## src/rtl/uart_tx_arbiter.sv

```systemverilog
// uart_tx_arbiter: round-robin sharing of one UART transmitter among NUM_REQ byte requesters,
// with launch, busy tracking, per-requester done pulses and a busy-start watchdog.
module uart_tx_arbiter #(
    parameter int NUM_REQ      = 4,
    parameter int ID_W         = 2,
    parameter int DATA_W       = 8,
    parameter int BUSY_TIMEOUT = 16
) (
    input  logic                      clk,
    input  logic                      reset,
    input  logic [NUM_REQ-1:0]        req,
    input  logic [NUM_REQ*DATA_W-1:0] req_data,
    output logic [NUM_REQ-1:0]        grant,
    output logic [NUM_REQ-1:0]        done,
    output logic                      transmit,
    output logic [DATA_W-1:0]         TxData,
    input  logic                      busy,
    output logic [ID_W-1:0]           active_id,
    output logic                      arb_busy,
    output logic                      timeout_err
);
    localparam int TW = (BUSY_TIMEOUT > 2) ? $clog2(BUSY_TIMEOUT) : 1;

    typedef enum logic [1:0] {S_IDLE, S_LAUNCH, S_WAIT_START, S_WAIT_END} state_t;

    state_t          r_state;
    logic [ID_W-1:0] r_last_id;
    logic [TW-1:0]   r_timer;
    logic [ID_W-1:0] w_sel;
    logic            w_go;

    // Scan downward so the requester closest after r_last_id is the last writer and wins.
    always_comb begin
        logic [ID_W-1:0] v_idx;
        v_idx = '0;
        w_sel = '0;
        for (int k = NUM_REQ; k >= 1; k--) begin
            v_idx = ID_W'((int'(r_last_id) + k) % NUM_REQ);
            if (req[v_idx]) w_sel = v_idx;
        end
        w_go = |req && !busy;
    end

    always_ff @(posedge clk or negedge reset) begin
        if (!reset) begin
            r_state     <= S_IDLE;
            r_last_id   <= ID_W'(NUM_REQ - 1);
            r_timer     <= '0;
            transmit    <= 1'b0;
            TxData      <= '0;
            grant       <= '0;
            done        <= '0;
            active_id   <= '0;
            arb_busy    <= 1'b0;
            timeout_err <= 1'b0;
        end else begin
            transmit    <= 1'b0;
            grant       <= '0;
            done        <= '0;
            timeout_err <= 1'b0;
            case (r_state)
                S_IDLE: if (w_go) begin
                    r_state   <= S_LAUNCH;
                    transmit  <= 1'b1;
                    TxData    <= req_data[w_sel*DATA_W +: DATA_W];
                    grant     <= NUM_REQ'(1) << w_sel;
                    active_id <= w_sel;
                    r_last_id <= w_sel;
                    arb_busy  <= 1'b1;
                end
                S_LAUNCH: begin
                    r_timer <= '0;
                    r_state <= S_WAIT_START;
                end
                S_WAIT_START: if (busy) begin
                    r_state <= S_WAIT_END;
                end else if (r_timer == TW'(BUSY_TIMEOUT - 1)) begin
                    timeout_err <= 1'b1;
                    r_state     <= S_IDLE;
                    arb_busy    <= 1'b0;
                end else begin
                    r_timer <= r_timer + 1'b1;
                end
                S_WAIT_END: if (!busy) begin
                    done     <= NUM_REQ'(1) << active_id;
                    r_state  <= S_IDLE;
                    arb_busy <= 1'b0;
                end
            endcase
        end
    end
endmodule

```

## config.mk

```make
export PLATFORM = sky130hd
export DESIGN_NAME = uart_tx_arbiter
export DESIGN_NICKNAME = d
export VERILOG_FILES = /design/src/rtl/uart_tx_arbiter.sv
export SDC_FILE = /design/constraint.sdc
export NUM_CORES = 1
export LEC_CHECK = 0
export CORE_MARGIN = 2
export CORE_UTILIZATION = 39
export DETAILED_ROUTE_END_ITERATION = 10
export PLACE_DENSITY_LB_ADDON = 0.12
export SETUP_SLACK_MARGIN = 0.3
export SLEW_MARGIN = 0
export SYNTH_ARGS = -nofsm -noshare
export SYNTH_HDL_FRONTEND = slang
export SYNTH_SLANG_ARGS = --single-unit
export TNS_END_PERCENT = 100
```

## constraint.sdc

```tcl
create_clock -name clk -period 1.5 [get_ports clk]
set_input_delay 0.225 -clock clk [delete_from_list [all_inputs] [get_ports clk]]
set_output_delay 0.225 -clock clk [all_outputs]
set_load 0.01 [all_outputs]
```

Word level (Yosys, flattened, before mapping)
Index checks and enable logic that the tools add are counted.
{ "op_classes": {"magnitude_cmp": 4, "muxes": 34, "shift": 3, "n_reduce_logical": 10, "eq_ne": 10, "add_sub_neg": 5} }
{ "ops": {"columns": ["operator", "n"], "rows": [
  ["32-bit by 6-bit variable part select with 8-bit output", 1],
  ["4-bit two-way mux", 6],
  ["2-bit two-way mux", 8],
  ["1-bit two-way mux", 13],
  ["2-bit by 3-bit less-than comparator with 1-bit output, second input constant", 4],
  ["2-bit inequality test, second input constant", 5],
  ["1-bit binary-select mux with 2-bit select", 4],
  ["2-bit case mux with 4 select lines", 1],
  ["4-bit case mux with 2 select lines", 1],
  ["1-bit by 2-bit << shifter with 4-bit output, first input constant", 2],
  ["3-bit AND reduction", 2],
  ["5-bit AND reduction", 1],
  ["2-bit by 1-bit adder with 2-bit output, second input constant", 2],
  ["2-bit adder, second input constant", 2],
  ["4-bit by 1-bit adder with 4-bit output, second input constant", 1],
  ["2-bit == test, second input constant", 2],
  ["4-bit == test, second input constant", 1],
  ["4-bit OR reduction", 1],
  ["3-bit inequality test, second input constant", 1],
  ["1-bit case mux with 3 select lines", 1],
  ["3-bit nonzero test", 1],
  ["2-bit by 1-bit == test with 1-bit output, second input constant", 1],
  ["2-bit zero test", 1],
  ["2-bit AND reduction", 1],
  ["other kinds (3)", 3]
]} }
{ "totals": {"output_inout_bits": 21, "in_bits": 39, "ff_bits": 29, "elab_cells": 76} }

Longest topological paths before layout
Gate-level depths: netlist (run 1).
{ "depth": {"word_depth": 10, "mapped_depth": 7, "depth_no_buf": 6} }

Worst setup path before layout (run 1)
No wires, ideal clock.
{ "synth_timing": {"path_type": "register to register", "startpoint": "reg r_last_id[1]", "endpoint": "reg TxData[0]", "stages_incl_launch_ff": 7, "t_arrival_ns": 1.472, "t_required_ns": 1.365, "period_less_slack_ns": 1.607, "setup_ns": 0.135, "path_buffers": 1, "setup_slack_ns": -0.107, "path_cell_list": "dfstp_2 -> nand2b_1 -> a21oi_2 -> o221ai_4 -> buf_6 -> mux2i_1 -> o221ai_2"} }
{ "synth_via": {"elab_chain_len": 8, "word_cells_on_any_way": 17, "cone_classes": "4 x add/sub; 1 x shift; 12 x mux"} }
{ "synth_lines": {"columns": ["element", "line", "text"], "rows": [
  ["from (decl)", "27", "logic [ID_W-1:0] r_last_id;"],
  ["from (signal assigned)", "47", "r_last_id <= ID_W'(NUM_REQ - 1);"],
  ["from (signal assigned)", "68", "r_last_id <= w_sel;"],
  ["2-bit by 1-bit adder with 2-bit output", "38", "v_idx = ID_W'((int'(r_last_id) + k) % NUM_REQ);"],
  ["1-bit binary-select mux with 2-bit select", "39", "if (req[v_idx]) w_sel = v_idx;"],
  ["1-bit two-way mux (implied by the code)", "39", null],
  ["2-bit two-way mux (3 in series)", "39", null],
  ["2-bit two-way mux (*)", "39", null],
  ["32-bit by 6-bit variable part select with 8-bit output (*)", "65", "TxData <= req_data[w_sel*DATA_W +: DATA_W];"],
  ["to (signal assigned)", "65", null],
  ["to (decl)", "16", "output logic [DATA_W-1:0] TxData,"]
]} }
Mark *: on every way between the ends. The rest lies on a longest branch, timed or not. The select of a mux whose other input is x is not followed.
A chain may end at the register's enable or synchronous reset.

Final worst setup path (run 1)
{ "layout_timing": {"startpoint": "reg r_last_id[1]", "endpoint": "reg TxData[5]"} }
The elaborated chain is that of the path after synthesis.

==> impl_results.rst, run 1 <==
.. list-table::
   :header-rows: 1

   * - Metric
     - Value
   * - Cells along the critical path
     - buf_4 -> mux2i_4 -> o221ai_4 -> buf_12 -> mux2i_1 -> o221ai_1
   * - FF+latch count, synth
     - 29
   * - Most common cell after layout, fill and taps aside
     - clkdlybuf4s50_1
   * - Floorplan row count
     - 22
   * - Post-synthesis area per instance
     - 10.8 µm²
   * - Number of distinct library cells after synthesis
     - 38
   * - Startpoint of the worst register-to-register path
     - r_last_id[1]
   * - RSZ-0062 raised after global routing
     - true
   * - Clock-pin slew of the registers on the worst-case setup and hold paths
     - 0.07 ns
   * - Chip width
     - 66.8 µm
   * - CTS H-Tree Depth
     - 2
   * - Clock root buffer
     - clkbuf_8
   * - Static leakage power
     - 1.33 nW
   * - DR WL/cell
     - 16.4 µm
   * - Buffer depth of the longest clock path
     - 2
   * - Total vias in the final route
     - 1524
   * - Status
     - finished, violations left
   * - Number of buffers created by CTS
     - 5
   * - Arrival time of the worst setup path
     - 1.87 ns
   * - Maximum resistive drop on vdd
     - 885 µV
   * - Wire length of the first global-routing pass
     - 6990 µm
   * - Syn Inst Count
     - 143
   * - Area of all sequential standard cells
     - 731 µm²
   * - Slew of the pin with the lowest slew margin
     - 0.366 ns
   * - Number of global-route vias before repair
     - 1540
   * - Class of the most critical hold timing path
     - input pin to async pin
   * - I/O pin count
     - 60
   * - Final number of setup-violating endpoints
     - 13
   * - Drt first-iter violations
     - 101
   * - Number of antenna violations at the first check in global routing
     - 0
   * - Clock sink count
     - 29
   * - Headroom to the max-slew limit
     - 0.756
   * - DR pass1 iterations
     - 4
   * - Most used cells in the layout excluding fill and tap cells
     - 33 x clkdlybuf4s50_1, 26 x buf_4, 25 x dfrtp_1, 15 x nand2_1, 15 x dlygate4sd2_1
   * - Yosys warnings
     - 0
   * - Count of placed standard cells in the final layout, fillers left out
     - 288
   * - Endpoint class of the critical path
     - flip-flop
   * - Starting Density
     - 0.414
   * - Total of fill cells in the finished design
     - 248
   * - Crit path buffers/inverters
     - 2
   * - Final critical delay including setup and external delays
     - 1.73 ns
   * - Vert. Die Dim
     - 66.8 µm
   * - Cell at the slowest stage of the critical path
     - dfstp_2
   * - Final nets
     - 284
   * - DRC violation count after routing
     - 0
   * - Maximum fanout encountered on the critical timing path
     - 11
   * - Timing startpoint of the critical path
     - r_last_id[1]
   * - Family with the most delay on the worst path
     - flip-flops
   * - Final worst clock skew
     - 0.00616 ns
   * - Clk_lat worst skew
     - 0.28 ns
   * - Slack of the critical path
     - -0.227 ns
   * - Fraction of synthesized cell area taken by the top area cell type
     - 0.439
   * - Antenna diode count
     - 0
   * - Core Footprint
     - 0.00372 mm²
   * - Netlist Area Pre-Place
     - 0.00154 mm²
   * - Dominant cells by area after synthesis
     - dfrtp_1 44%, mux2i_1 11%, ha_1 4.9%
   * - Fin. max-slew vios
     - 0
   * - DIE AREA
     - 0.00446 mm²
   * - Overall overflow remaining after global route
     - 0
   * - Synthesized netlist net count
     - 188
   * - Req. time, crit path
     - 1.65 ns
   * - Max-cap check violation count
     - 0
   * - Area of the multi-input gates
     - 962 µm²
   * - Synthesis-to-layout area growth
     - 83.7%
   * - Worst stage delay on the critical path
     - 0.56 ns
   * - Detailed-placement wirelength estimate
     - 2980 µm
   * - Sort of element at the start of the critical path
     - flip-flop
   * - Final Routed Wirelength
     - 4710 µm
   * - Crit Path Category
     - flip-flop to flip-flop
   * - Fmax
     - 0.579 GHz
   * - Share of synthesized area occupied by flip-flops and latches
     - 0.473
   * - Maximum number of pins on one net before global-route repair
     - 30
   * - Part of the cycle the worst path needs
     - 1.15
   * - Hold violation total from the final report
     - 0
   * - Violated checks
     - negative setup slack
   * - Count of placed standard cells including taps
     - 265
   * - Fraction of layout cells with a size suffix above 1
     - 0.379
   * - Setup_tns
     - -2.12 ns
   * - Yosys top cell by area
     - dfrtp_1
   * - Count of antenna-violating nets left after detailed routing
     - 0
   * - Number of buffer cells added on primary ports
     - 59
   * - Pwr dens
     - 1660 mW/mm²
   * - Global Route Usage Sum
     - 0.211
   * - Routability congestion estimate from global placement
     - 0.773
   * - Via density
     - 5.29
   * - TritonCTS clock tree
     - done
[metal layers]
metal,part of all wire,track usage
met5,0,0
met2,0.53,0.375
met1,0.40,0.236
met4,0.014,0.0918
met3,0.054,0.0524
[cells in the mapped netlist (all sizes together)]
master and number:
dfstp 2, a31oi 2, mux2 1, nor2b 1
nor2 10, a211oi 1, clkbuf 2, inv 7
o221ai 9, o21ai 4, and2b 1, o32ai 1
ha 6, nand2b 3, a31o 1, o22ai 2
a22oi 1, dfrtp 27, and4 3, and3 1
nand2 21, nand4 1, a22o 1, buf 4
mux2i 17, o211ai 1, nand3 2, a21oi 8
nor4b 2, nor4 1
[kinds of logic after synthesis]
| group | synth area share |
|---|---|
| fa+ha+maj | 0.0488 |
| compound gates | 0.164 |
| simple gates | 0.146 |
| flops | 0.473 |
| mux | 0.118 |
| buf+inv | 0.0504 |
[cell type report]
class / instances / share of cell area
sequential: 29 / 0.259
inverter: 7 / 0.0106
multi-input combinational: 101 / 0.340
clock inverter: 3 / 0.0230
timing repair buffer: 95 / 0.322
clock buffer: 5 / 0.0243
tap: 48 / 0.0212
[registers in the layout (all words and copies together) (netlist names)]
signal and cells:
TxData 8, active_id 2, arb_busy 1, done 4, grant 4, r_last_id 2
r_state 2, r_timer 4, timeout_err 1, transmit 1
[metrics by stage]
step	instance area [µm²]	hold WS (ns)	util	power, mW	setup slack, ns
after detailed placement	2340	0.475	0.630	3.18	-0.504
final	2830	0.329	0.761	4.69	-0.227
after floorplan	1560	-0.0706	-	2.33	-0.104
after global placement	2340	0.471	0.630	3.09	-0.489
after global routing	2830	0.363	0.761	4.95	-0.297
after CTS	2680	0.342	0.720	4.37	-0.186
[power by group]
part | switching [mW] | total (mW) | internal [mW]
sequential | 0.163 | 1.21 | 1.05
combinational | 1.20 | 2.51 | 1.31
clock | 0.305 | 0.964 | 0.660
[repair_timing]
action,CTS,global route
gates cloned,0,1
resized for setup,70,23
setup buffers,9,5
hold endpoints to repair,0,0
endpoints found under the setup margin,45,30
hold buffers,0,0
pin swaps,11,6
[worst paths after layout]
| kind | to | slack (ns) | depth (start not counted) |
|---|---|---|---|
| max | TxData[5] | -0.23 | 6 |
| min | r_timer[1] | 0.33 | 2 |
| max reg2reg | TxData[5] | -0.23 | 6 |
| min reg2reg | TxData[1] | 0.50 | 2 |
| max in group asynchronous | r_last_id[1] | 0.85 | 2 |
| min in group clk | TxData[1] | 0.50 | 2 |
Note: power is estimated with default switching activity, not from simulation.
==> run 2: changes to the inputs <==
--- a/config.mk
+++ b/config.mk
@@ -8,6 +8,8 @@
 export CORE_MARGIN = 2
 export CORE_UTILIZATION = 39
 export DETAILED_ROUTE_END_ITERATION = 10
+export GPL_ROUTABILITY_DRIVEN = 0
+export HOLD_SLACK_MARGIN = 0.12
 export PLACE_DENSITY_LB_ADDON = 0.12
 export SETUP_SLACK_MARGIN = 0.3
 export SLEW_MARGIN = 0
==> results of run 2 <==
The final DEF is identical to that of run 1; final timing and power are the same.
==> run 3: changes to the inputs <==
--- a/config.mk
+++ b/config.mk
@@ -6,7 +6,7 @@
 export NUM_CORES = 1
 export LEC_CHECK = 0
 export CORE_MARGIN = 2
-export CORE_UTILIZATION = 39
+export CORE_UTILIZATION = 28
 export DETAILED_ROUTE_END_ITERATION = 10
 export GPL_ROUTABILITY_DRIVEN = 0
 export HOLD_SLACK_MARGIN = 0.12
==> run 3 against run 2 <==
  * The run still ends with negative setup slack left
  * Clock skew barely moved
  * Via count increased by 0.33%
  * Largest cell class is now buffers
  * Global-route usage shrank 5.8 points
  * Die area is 37% higher
  * Largest power group unchanged
  * Clock-buffer cell count is 2 higher
  * Highest routed layer unchanged
==> impl_results.rst, run 3 (same netlist as run 1, synthesis figures left out) <==
.. list-table::
   :header-rows: 1

   * - Metric
     - Value
   * - Hold violation total from the final report
     - 0 (unchanged)
   * - Crit Path Category
     - flip-flop to flip-flop
   * - Cell at the slowest stage of the critical path
     - dfstp_2
   * - Pwr dens
     - 1590 mW/mm² (-4.5%)
   * - Core Footprint
     - 0.00520 mm² (+40%)
   * - Cells along the critical path
     - mux2i_1 -> o221ai_4 -> buf_12 -> mux2i_1 -> o221ai_1
   * - Clock sink count
     - 29 (unchanged)
   * - Post-Place Setup Slack
     - -0.513 ns (-0.00961 ns)
   * - Internal power
     - 2.87 mW (-5.2%)
   * - Clk_lat worst skew
     - 0.28 ns (about the same)
   * - Total vias in the final route
     - 1529 (+0.33%)
   * - Gate power share
     - 0.572 (+0.036)
   * - Family with the most delay on the worst path
     - flip-flops
   * - Max-cap check violation count
     - 0 (unchanged)
   * - Final nets
     - 287 (+1.1%)
   * - Wire length of the first global-routing pass
     - 7310 µm (+4.7%)
   * - Clock root buffer
     - clkbuf_8
   * - RSZ-0062 raised after global routing
     - true
   * - DIE AREA
     - 0.00611 mm² (+37%)
   * - Final worst clock skew
     - 0.00596 ns (-0.000198 ns)
   * - Status
     - finished, violations left
   * - Hold Buf Count CTS
     - 0 (unchanged)
   * - Critical Path Most Common Cell
     - mux2i_1
   * - Static leakage power
     - 1.35 nW (+1.4%)
   * - Clock share of power
     - 0.159 (-0.047)
   * - Count of placed standard cells including taps
     - 290 (+9.4%)
   * - Synthesis-to-layout area growth
     - 84.8%
   * - Sequential share of power
     - 0.268 (+0.009)
   * - Number of buffer cells added on primary ports
     - 59 (unchanged)
   * - Number of buffers created by CTS
     - 5 (unchanged)
   * - Floorplan row count
     - 26 (+18%)
   * - Final critical delay including setup and external delays
     - 1.68 ns (-0.0438 ns)
   * - TritonCTS clock tree
     - done
   * - Total of fill cells in the finished design
     - 451 (+82%)
   * - Fmax
     - 0.594 GHz (+2.6%)
   * - Worst flop-to-flop path endpoint
     - TxData[5]
   * - Switching pwr
     - 1.64 mW (-1.7%)
   * - Final number of setup-violating endpoints
     - 13 (unchanged)
   * - Starting Density
     - 0.296 (-0.118)
   * - I/O pin count
     - 60 (unchanged)
   * - Total Power Consumption
     - 4.51 mW (-3.9%)
   * - Most used cells in the layout excluding fill and tap cells
     - 33 x clkdlybuf4s50_1, 27 x dfrtp_1, 24 x buf_4, 18 x dlygate4sd2_1, 16 x mux2i_1
   * - Maximum number of pins on one net before global-route repair
     - 30 (unchanged)
   * - Global Route Usage Sum
     - 0.152 (-0.0583)
   * - DR WL/cell
     - 14.4 µm (-12%)
   * - Detailed-placement wirelength estimate
     - 3070 µm (+2.9%)
   * - Count of antenna-violating nets left after detailed routing
     - 0 (unchanged)
   * - Worst r2r path cells
     - 5 (-1)
   * - Drt first-iter violations
     - 55 (-46%)
   * - Overall overflow remaining after global route
     - 0 (unchanged)
   * - Endpoint class of the critical path
     - flip-flop
   * - Buffer depth of the longest clock path
     - 2 (unchanged)
   * - Clock-pin slew of the registers on the worst-case setup and hold paths
     - 0.07 ns (about the same)
   * - Slew of the pin with the lowest slew margin
     - 0.310 ns (-0.0555 ns)
   * - Most common cell after layout, fill and taps aside
     - clkdlybuf4s50_1
   * - Arrival time of the worst setup path
     - 1.83 ns (-0.04 ns)
   * - Startpoint of the worst register-to-register path
     - r_last_id[1]
   * - Number of global-route vias before repair
     - 1571 (+2.0%)
   * - CTS H-Tree Depth
     - 2 (unchanged)
   * - Final Routed Wirelength
     - 4510 µm (-4.1%)
   * - Count of placed standard cells in the final layout, fillers left out
     - 313 (+8.7%)
   * - DR pass1 iterations
     - 4 (unchanged)
   * - Flop2flop setup slack
     - -0.18 ns (+0.04 ns)
   * - Headroom to the max-slew limit
     - 0.790 (+0.0341)
   * - Final design utilization
     - 0.546 (-0.214)
   * - Slack of the critical path
     - -0.183 ns (+0.0438 ns)
   * - Chip width
     - 78.1 µm (+17%)
   * - Final design instance area without fill
     - 0.00284 mm² (+0.62%)
   * - Violated checks
     - negative setup slack
   * - Register bank with the most flops
     - TxData
   * - Number of antenna violations at the first check in global routing
     - 0 (unchanged)
   * - Antenna diode count
     - 0 (unchanged)
   * - Req. time, crit path
     - 1.65 ns (about the same)
   * - Vert. Die Dim
     - 78.1 µm (+17%)
   * - DRC violation count after routing
     - 0 (unchanged)
   * - Placement-stage cell area
     - 0.00242 mm² (+3.2%)
   * - Number of flip-flops under the largest register name
     - 8 (unchanged)
   * - Via density
     - 4.88 (-7.7%)
   * - Part of the cycle the worst path needs
     - 1.12 (-0.0292)
   * - Class of the most critical hold timing path
     - input pin to async pin
   * - Timing startpoint of the critical path
     - r_last_id[1]
   * - Fraction of layout cells with a size suffix above 1
     - 0.358 (-0.0211)
   * - Fin. max-slew vios
     - 0 (unchanged)
   * - Switch share
     - 0.364 (+0.00825)
   * - Maximum fanout encountered on the critical timing path
     - 12 (+1)
   * - Worst stage delay on the critical path
     - 0.56 ns (about the same)
   * - Crit path buffers/inverters
     - 1 (-1)
   * - Maximum resistive drop on vdd
     - 589 µV (-33%)
   * - Sort of element at the start of the critical path
     - flip-flop
run 3: changes by cell type in the layout (fill, tap and decap cells not counted), sizes merged:
cell           before  now
buf                36   39
bufinv              2    0
clkbuf              6    7
clkdlybuf4s15      10    8
clkinvlp            1    0
dlygate4sd2        15   18
inv                 6    7
run 3: per-stage QoR:
step	TNS, ns	hold WS, ns
floorplan	-0.698	-0.0706
global placement	-7.51	0.472
detailed placement	-8.30	0.483
CTS	-1.28	0.302
global route	-2.79	0.300
finish	-1.65	0.294
run 3: power by group through the flow:
stage,clock [mW],combinational (mW),sequential [mW]
floorplan,0,1.02,1.30
global placement,0,1.97,1.22
detailed placement,0,2.02,1.23
CTS,0.736,2.31,1.19
global route,0.775,2.79,1.24
finish,0.718,2.58,1.21
run 3: how the worst max path moves through the flow:
stage | end | slack [ns] | cells after the start
5_1_grt | TxData[6] | -0.27 | 5
2_1_floorplan | TxData[0] | -0.10 | 6
3_5_place_dp | TxData[7] | -0.51 | 9
3_3_place_gp | TxData[7] | -0.47 | 9
6_report | TxData[5] | -0.18 | 5
4_1_cts | TxData[5] | -0.20 | 6
run 3: layer usage:
layer	global-route usage	wire, µm	vias up
li1	-	-	718
met1	0.174	1790	763
met2	0.273	2460	42
met3	0.0414	205	6
met4	0.0509	57	0
met5	0	0	-
run 3: area by class of cell:
type	instances	area, µm²	share of cell area
inverters	7	26.3	0.00924
multi-input cells	101	938	0.330
clock inverters	1	5.00	0.00176
well taps	70	87.6	0.0308
clock buffers	7	96.3	0.0339
flip-flops and latches	29	728	0.256
repair buffers	98	962	0.338
run 3: what timing repair did:
action	4_1_cts	5_1_grt
buffers inserted	7	8
pin swaps	7	7
endpoints found under the setup margin	45	31
gates cloned	0	0
resized for setup	61	22
